### config.mk
export PLATFORM = sky130hd
export DESIGN_NAME = pc_ras_unit
export DESIGN_NICKNAME = d
export VERILOG_FILES = /design/src/rtl/pc_ras_unit.sv
export SDC_FILE = /design/constraint.sdc
export NUM_CORES = 1
export LEC_CHECK = 0
export ABC_CLOCK_PERIOD_IN_PS = 3400
export BUFFER_PORTS_ARGS = -buffer_cell sky130_fd_sc_hd__buf_2
export CORE_UTILIZATION = 55
export CTS_BUF_LIST = sky130_fd_sc_hd__clkbuf_2
export CTS_CLUSTER_SIZE = 40
export DETAILED_ROUTE_END_ITERATION = 10
export MAX_ROUTING_LAYER = met4
export PLACE_DENSITY = 0.83
export SETUP_SLACK_MARGIN = 0.4
export SLEW_MARGIN = 5
export SYNTH_ARGS = -nofsm -noshare
export SYNTH_HDL_FRONTEND = slang
export SYNTH_SLANG_ARGS = --single-unit
### constraint.sdc
create_clock -name CLK -period 3.4 [get_ports CLK]
set_input_delay 0.17 -clock CLK [delete_from_list [all_inputs] [get_ports CLK]]
set_output_delay 0.17 -clock CLK [all_outputs]
set_load 0.1 [all_outputs]
### src/rtl/pc_ras_unit.sv
// Program-counter unit with next-PC selection and a circular return-address stack.
// Calls push PC+1 and RET pops it. The PC and stack state hold whenever PC_EN is low.
module pc_ras_unit #(
   parameter int unsigned PC_W      = 16,
   parameter int unsigned JMP_W     = 11,
   parameter int unsigned RAS_DEPTH = 4,
   parameter int unsigned RESET_VEC = 0
) (
   input  logic                         CLK,
   input  logic                         CLR,
   input  logic                         PC_EN,
   input  logic                         PC_SE_flag,
   input  logic [PC_W-1:0]              SE_label,
   input  logic                         JMP_flag,
   input  logic [JMP_W-1:0]             jmp_label,
   input  logic                         JAL_flag,
   input  logic                         JAL_Rm_flag,
   input  logic [PC_W-1:0]              JAL_Rm,
   input  logic                         JR_flag,
   input  logic [PC_W-1:0]              JR_Rd,
   input  logic                         RET_flag,
   output logic [PC_W-1:0]              PC_o,
   output logic [PC_W-1:0]              link_o,
   output logic [$clog2(RAS_DEPTH):0]   ras_cnt_o,
   output logic                         ras_ovf_o,
   output logic                         ras_unf_o
);

   localparam int unsigned PTR_W = $clog2(RAS_DEPTH);
   localparam int unsigned CNT_W = PTR_W + 1;
   localparam logic [CNT_W-1:0] CNT_FULL = CNT_W'(RAS_DEPTH);

   logic [PC_W-1:0]  pc_q, pc_n;
   logic [PC_W-1:0]  rel_target;
   logic [PC_W-1:0]  ras_mem [RAS_DEPTH];
   logic [PTR_W-1:0] ptr_q, ptr_n;
   logic [CNT_W-1:0] cnt_q, cnt_n;
   logic             ovf_q, ovf_n, unf_q, unf_n;
   logic             push;

   assign link_o     = pc_q + PC_W'(1);
   assign rel_target = pc_q + SE_label;

   always_comb begin
      pc_n  = pc_q;
      ptr_n = ptr_q;
      cnt_n = cnt_q;
      ovf_n = ovf_q;
      unf_n = unf_q;
      push  = 1'b0;
      if (PC_EN) begin
         if (RET_flag) begin
            if (cnt_q != '0) begin
               pc_n  = ras_mem[ptr_q];
               ptr_n = ptr_q - PTR_W'(1);
               cnt_n = cnt_q - CNT_W'(1);
            end else begin
               pc_n  = link_o;
               unf_n = 1'b1;
            end
         end else if (JR_flag) begin
            pc_n = JR_Rd;
         end else if (JAL_Rm_flag) begin
            pc_n = JAL_Rm;
            push = 1'b1;
         end else if (JAL_flag) begin
            pc_n = rel_target;
            push = 1'b1;
         end else if (JMP_flag) begin
            pc_n = {pc_q[PC_W-1:JMP_W], jmp_label};
         end else if (PC_SE_flag) begin
            pc_n = rel_target;
         end else begin
            pc_n = link_o;
         end
      end
      // A push on a full stack overwrites the oldest entry; the count saturates.
      if (push) begin
         ptr_n = ptr_q + PTR_W'(1);
         if (cnt_q == CNT_FULL) ovf_n = 1'b1;
         else                   cnt_n = cnt_q + CNT_W'(1);
      end
   end

   always_ff @(posedge CLK or negedge CLR) begin
      if (!CLR) begin
         pc_q  <= PC_W'(RESET_VEC);
         ptr_q <= '0;
         cnt_q <= '0;
         ovf_q <= 1'b0;
         unf_q <= 1'b0;
      end else begin
         pc_q  <= pc_n;
         ptr_q <= ptr_n;
         cnt_q <= cnt_n;
         ovf_q <= ovf_n;
         unf_q <= unf_n;
      end
   end

   always_ff @(posedge CLK) begin
      if (push) ras_mem[ptr_n] <= link_o;
   end

   assign PC_o      = pc_q;
   assign ras_cnt_o = cnt_q;
   assign ras_ovf_o = ovf_q;
   assign ras_unf_o = unf_q;

endmodule
After elaboration in Yosys (flattened, before gate mapping)
Memories as Yosys holds them, arrays and structs flattened.
Index checks and enable logic that the tools add are counted.
{"block": "totals", "reg_bits": 23, "mem_bits_rw": 64, "input_bits": 68, "out_inout_bits": 37, "wordCells": 43, "n_memories": 1}
{"name": "ras_mem", "words": 4, "width": 16, "read_ports": 1, "rd_clocked_by_memory_dff": 0, "wr": 1, "line_no": "35", "rtl": "logic [PC_W-1:0] ras_mem [RAS_DEPTH];"}
{"block": "op_classes", "n_addsub": 6, "eq_ne": 2, "muxes": 23, "bitwise": 1, "n_reduce_logical": 4}
{"operator": "$mux 16", "n": 7}
{"operator": "$add 16x1->16 const B", "n": 1}
{"operator": "$add 16x16->16", "n": 1}
{"operator": "$mux 3", "n": 5}
{"operator": "$mux 2", "n": 4}
{"operator": "$mux 1", "n": 7}
{"operator": "$ne 5x1->1 const B", "n": 1}
{"operator": "$reduce_and 2->1", "n": 2}
{"operator": "$add 3x1->3 const B", "n": 1}
{"operator": "$eq 3x3->1 const B", "n": 1}
{"operator": "$reduce_and 3->1", "n": 1}
{"operator": "$reduce_bool 3->1", "n": 1}
{"operator": "$sub 3x1->3 const B", "n": 1}
{"operator": "$add 2x1->2 const B", "n": 1}
{"operator": "$sub 2x1->2 const B", "n": 1}
{"operator": "$not 1->1", "n": 1}

Longest topological paths before layout
{"block": "depth", "depth_word": 7, "depth_mapped": 10, "depth_no_buf": 8}

Worst setup path before layout
No wires, ideal clock.
{"block": "synth_path", "kind": "reg-to-reg", "startpoint": "register pc_q[1] (netlist: PC_o[1])", "endpoint": "memory ras_mem[0][14] (data pin)", "arrival_ns": 3.726, "required_ns": 2.895, "slack_ns": -0.832, "path_stages_with_launch": 6, "n_path_buf": 0, "synth_period_minus_slack_ns": 4.232, "path_cell_list": "dfrtp_1 ha_1 inv_1 or4_4 nor2_1 xor2_1"}
{"block": "synth_via", "elab_chain_len": 1}
{"item": "start, declared", "line_no": "33", "rtl": "logic [PC_W-1:0] pc_q, pc_n;"}
{"item": "start signal, assigned", "line_no": "87", "rtl": "pc_q <= PC_W'(RESET_VEC);"}
{"item": "start signal, assigned", "line_no": "93", "rtl": "pc_q <= pc_n;"}
{"item": "$add 16x1->16", "line_no": "41", "rtl": "assign link_o = pc_q + PC_W'(1);"}
{"item": "via link_o[14]", "line_no": "23", "rtl": "output logic [PC_W-1:0] link_o,"}
{"item": "end, declared", "line_no": "35"}
The timed path passes the listed nets, and every way through them passes these cells.

Final worst setup path
{"block": "layout_path", "startpoint": "register pc_q[1] (netlist: PC_o[1])", "endpoint": "output link_o[14]"}
{"block": "layout_via", "elab_chain_len": 1}
{"item": "$add 16x1->16", "line_no": "41"}
{"item": "end, declared", "line_no": "23"}
Every way passes these cells.

==> out/metrics.csv <==
stage,metric,value,unit
run_status,outcome,"complete, no violations",
floorplanning,CORE AREA,9330,sq um
clock_tree,H-tree depth,3,
timing,Fmax,344,MHz
setup_path,Max stage delay on crit path,0.57,ns
timing,worst slew pin tran,0.989,ns
setup_path,slowest cell on the critical path,or4_4,
layout,number of nets in the layout,690,
hold_path,class of the worst hold path,in -> reg,
clock_tree,root cell of the clock tree,clkbuf_2,
synth,top cell type's share of synthesized area,35.8,%
synth,Synth Register Bits,87,
synth,xor and xnor fraction of the mapped netlist area,4.08,%
route,via count,4724,
power_and_ir_drop,Static Leakage,2.51,nW
synth,synth top area cells,"edfxtp_1 (36%), dfrtp_1 (11%), mux4_2 (5.5%)",
setup_path,crit path cell chain,"ha_2, inv_1, or4_4, nor2_2, xor2_4, buf_6",
power_and_ir_drop,Power Density,909,nW/um^2
synth,synth warn,0,
timing,slew margin rel.,34.1,%
synth,"EDFF count, synth",64,
synth,Synth Instances,491,
timing,Final TNS setup,0,ns
synth,"count leader, synth",edfxtp_1,
synth,main combinational cell family by area after synthesis,compound AO/OA/AOI/OAI gates,
route,DRT Wirelength,15300,microns
floorplanning,IO Pins,105,
global_routing,largest net degree at the start of global routing,30,
synth,Synth area leader,edfxtp_1,
synth,Compound-Gate Fraction of Synth Area,20.3,%
global_routing,number of global-route vias before repair,4450,
timing,Final Max Slew Viols,0,
setup_path,CP Buf/Inv Count,2,
synth,fraction of the mapped netlist area in simple logic gates,13.9,%
synth,mux cell area share after synthesis,7.49,%
clock_tree,CTS tree,yes,
placed_design,hpwl dp,11400,microns
layout,post-layout util,69.1,%
clock_tree,"CTS clk-pin slew, worst paths",0.25,ns
setup_path,CP startpoint kind,flop,
flow_run,max cap viols,0,
synth,Synthesized Nets,579,
route,average wire per standard cell,20.9,microns
placed_design,# port buffers,104,
synth,Synth cell types,74,
timing,RSZ-0062 raised after global routing,yes,
synth,Adder-Cell Fraction of Synth Area,4.81,%
timing,Finish-stage setup viols,0,
layout,diodes inserted,0,
synth,Async SR Flop Fraction,26.4,%
synth,sequential area share after synthesis,46.6,%
global_routing,antenna violations before repair,0,
layout,Area growth syn-to-layout,20.1,%
clock_tree,CTS buffer count,9,
route,initial DRC count,415,
floorplanning,floorplan row count,35,
setup_path,CP arrival,2.74,ns
layout,share of cells above drive strength 1,30.7,%
placed_design,Inst Count DP,709,
global_routing,All-Layer GR Usage,32.7,%
setup_path,Worst Setup Path Type,reg -> out,
route,Via density,6.43,
setup_path,CP Data Required Time,3.23,ns
clock_tree,Worst-Skew Late Latency,0.54,ns
clock_tree,clk sinks,87,
power_and_ir_drop,Max rail drop VDD,0.00110,V
synth,most frequent cells after synthesis,"edfxtp_1 (64), nand2_1 (50), nor2_1 (34), o21ai_0 (34), a21oi_1 (32)",
setup_path,Worst Path Max Fanout,8,
floorplanning,die height,101,microns
setup_path,critical path endpoint category,primary output,
timing,period utilisation layout,85.5,%
clock_tree,Clock Path Buffers,2,
synth,"Cell Area, Synth",5360,sq um
synth,"Top FF cell, synth",edfxtp_1,
placed_design,Final Wtd Congestion,0.947,
power_and_ir_drop,overall power,5.86,mW
timing,Final Hold Vio Count,0,
global_routing,first-pass GRT wire length,23900,microns
route,first-pass iteration count of the detailed router,5,
synth,Mapped Avg Cell Area,10.9,sq um
setup_path,CP top delay family,simple AND/OR/NAND/NOR gates,
global_routing,grt ovf,0,
layout,Post-Layout Cell Count,735,
route,ANT nets after route,0,
timing,Setup Skew,0.0287,ns
floorplanning,Die Wd,101,microns
route,Residual DRC,0,
floorplanning,starting density of the core,57.5,%
timing,crit path time final,2.91,ns
floorplanning,total die area,10200,sq um
-- layout make-up --
cell class / count / area, sq um
sequential: 87 / 2510
multi-input combinational: 370 / 2890
timing repair buffer: 123 / 697
fill: 706 / 2880
inverter: 11 / 41.3
clock buffer: 9 / 45.0
clock inverter: 6 / 93.8
tap: 129 / 161
-- logic make-up (layout without fill, tap and decap cells) --
| kind of cell | Yosys count | after routing |
|---|---|---|
| flops | 87 | 87 |
| xor+xnor | 25 | 25 |
| mux | 19 | 19 |
| simple gates | 149 | 149 |
| fa+ha+maj | 20 | 20 |
| compound gates | 157 | 157 |
| buf+inv | 34 | 149 |
-- final timing paths --
kind	start	end	slack, ns	depth (start not counted)
worst max-delay path	PC_o[1]	link_o[14]	0.49	6
worst max register to register	PC_o[0]	PC_o[10]	0.58	8
worst min register to register	ras_unf_o	ras_unf_o	0.50	1
min in group asynchronous	CLR	PC_o[14]	0.11	2
max in group asynchronous	CLR	PC_o[5]	2.86	2
worst min-delay path	JR_Rd[3]	PC_o[3]	0.03	4
-- routing by layer --
metal / GRT usage [%] / wire length [microns] / share of wire [%]
met4: 12.4 / 507 / 3.3
met3: 4.02 / 1440 / 9.4
met2: 50.8 / 7170 / 47
met5: - / 0 / 0
met1: 44.4 / 6220 / 41
-- worst reg2reg max path, cell delays in order, from the launching register on --
cell	delay (ns)
dfrtp_2	0.51
ha_1	0.23
fa_1	0.43
a211o_1	0.36
a21o_1	0.21
a2111oi_2	0.41
o31ai_1	0.14
xnor2_1	0.15
o41ai_2	0.32
-- metrics by stage --
step | hold slack [ns] | area [sq um] | worst slack (ns)
final | 0.0256 | 6440 | 0.492
after global routing | 0.0125 | 6440 | 0.386
after CTS | 0.00900 | 6400 | 0.339
after detailed placement | 0.207 | 6160 | 0.596
after global placement | 0.192 | 6160 | 0.647
after floorplan | -0.126 | 5520 | 0.437
-- power by group --
part / total (mW) / switching (mW) / internal [mW]
Sequential: 1.76 / 0.354 / 1.41
Combinational: 3.48 / 2.49 / 0.983
Clock: 0.621 / 0.375 / 0.246
-- repair_timing --
action                                  CTS  global route
setup buffers                             0             2
gates resized for setup                   4             7
endpoints found under the setup margin    2             6
endpoints found under the hold margin    29             0
hold buffers                              9             0
-- state kept, by name, summed over array words and instances, names as in the netlist --
name and count:
ras_mem 64, ras_cnt_o 3, ras_ovf_o 1, PC_o 16, ras_unf_o 1, ptr_q 2
-- layout by cell type, fill, tap and decap left out, types with 4 or more instances in the layout --
cell type,count
dfrtp_2,12
a221oi_1,6
and3_1,4
a22oi_1,6
a211o_1,5
nand3_1,11
dfrtp_1,11
dlygate4sd3_1,9
mux4_2,13
ha_1,18
nand2b_1,4
xor2_4,4
nor3_1,6
nor2b_1,7
clkbuf_2,9
a31oi_1,5
edfxtp_1,64
buf_4,11
a211oi_1,4
o21ai_0,34
xnor2_1,12
o211ai_1,6
a21o_1,9
nand4_1,5
o21a_1,10
inv_1,10
a221o_1,7
a21oi_1,32
and2_1,4
buf_2,101
nand2_1,50
nor2_1,33
Power figures use the tool's default switching activity.
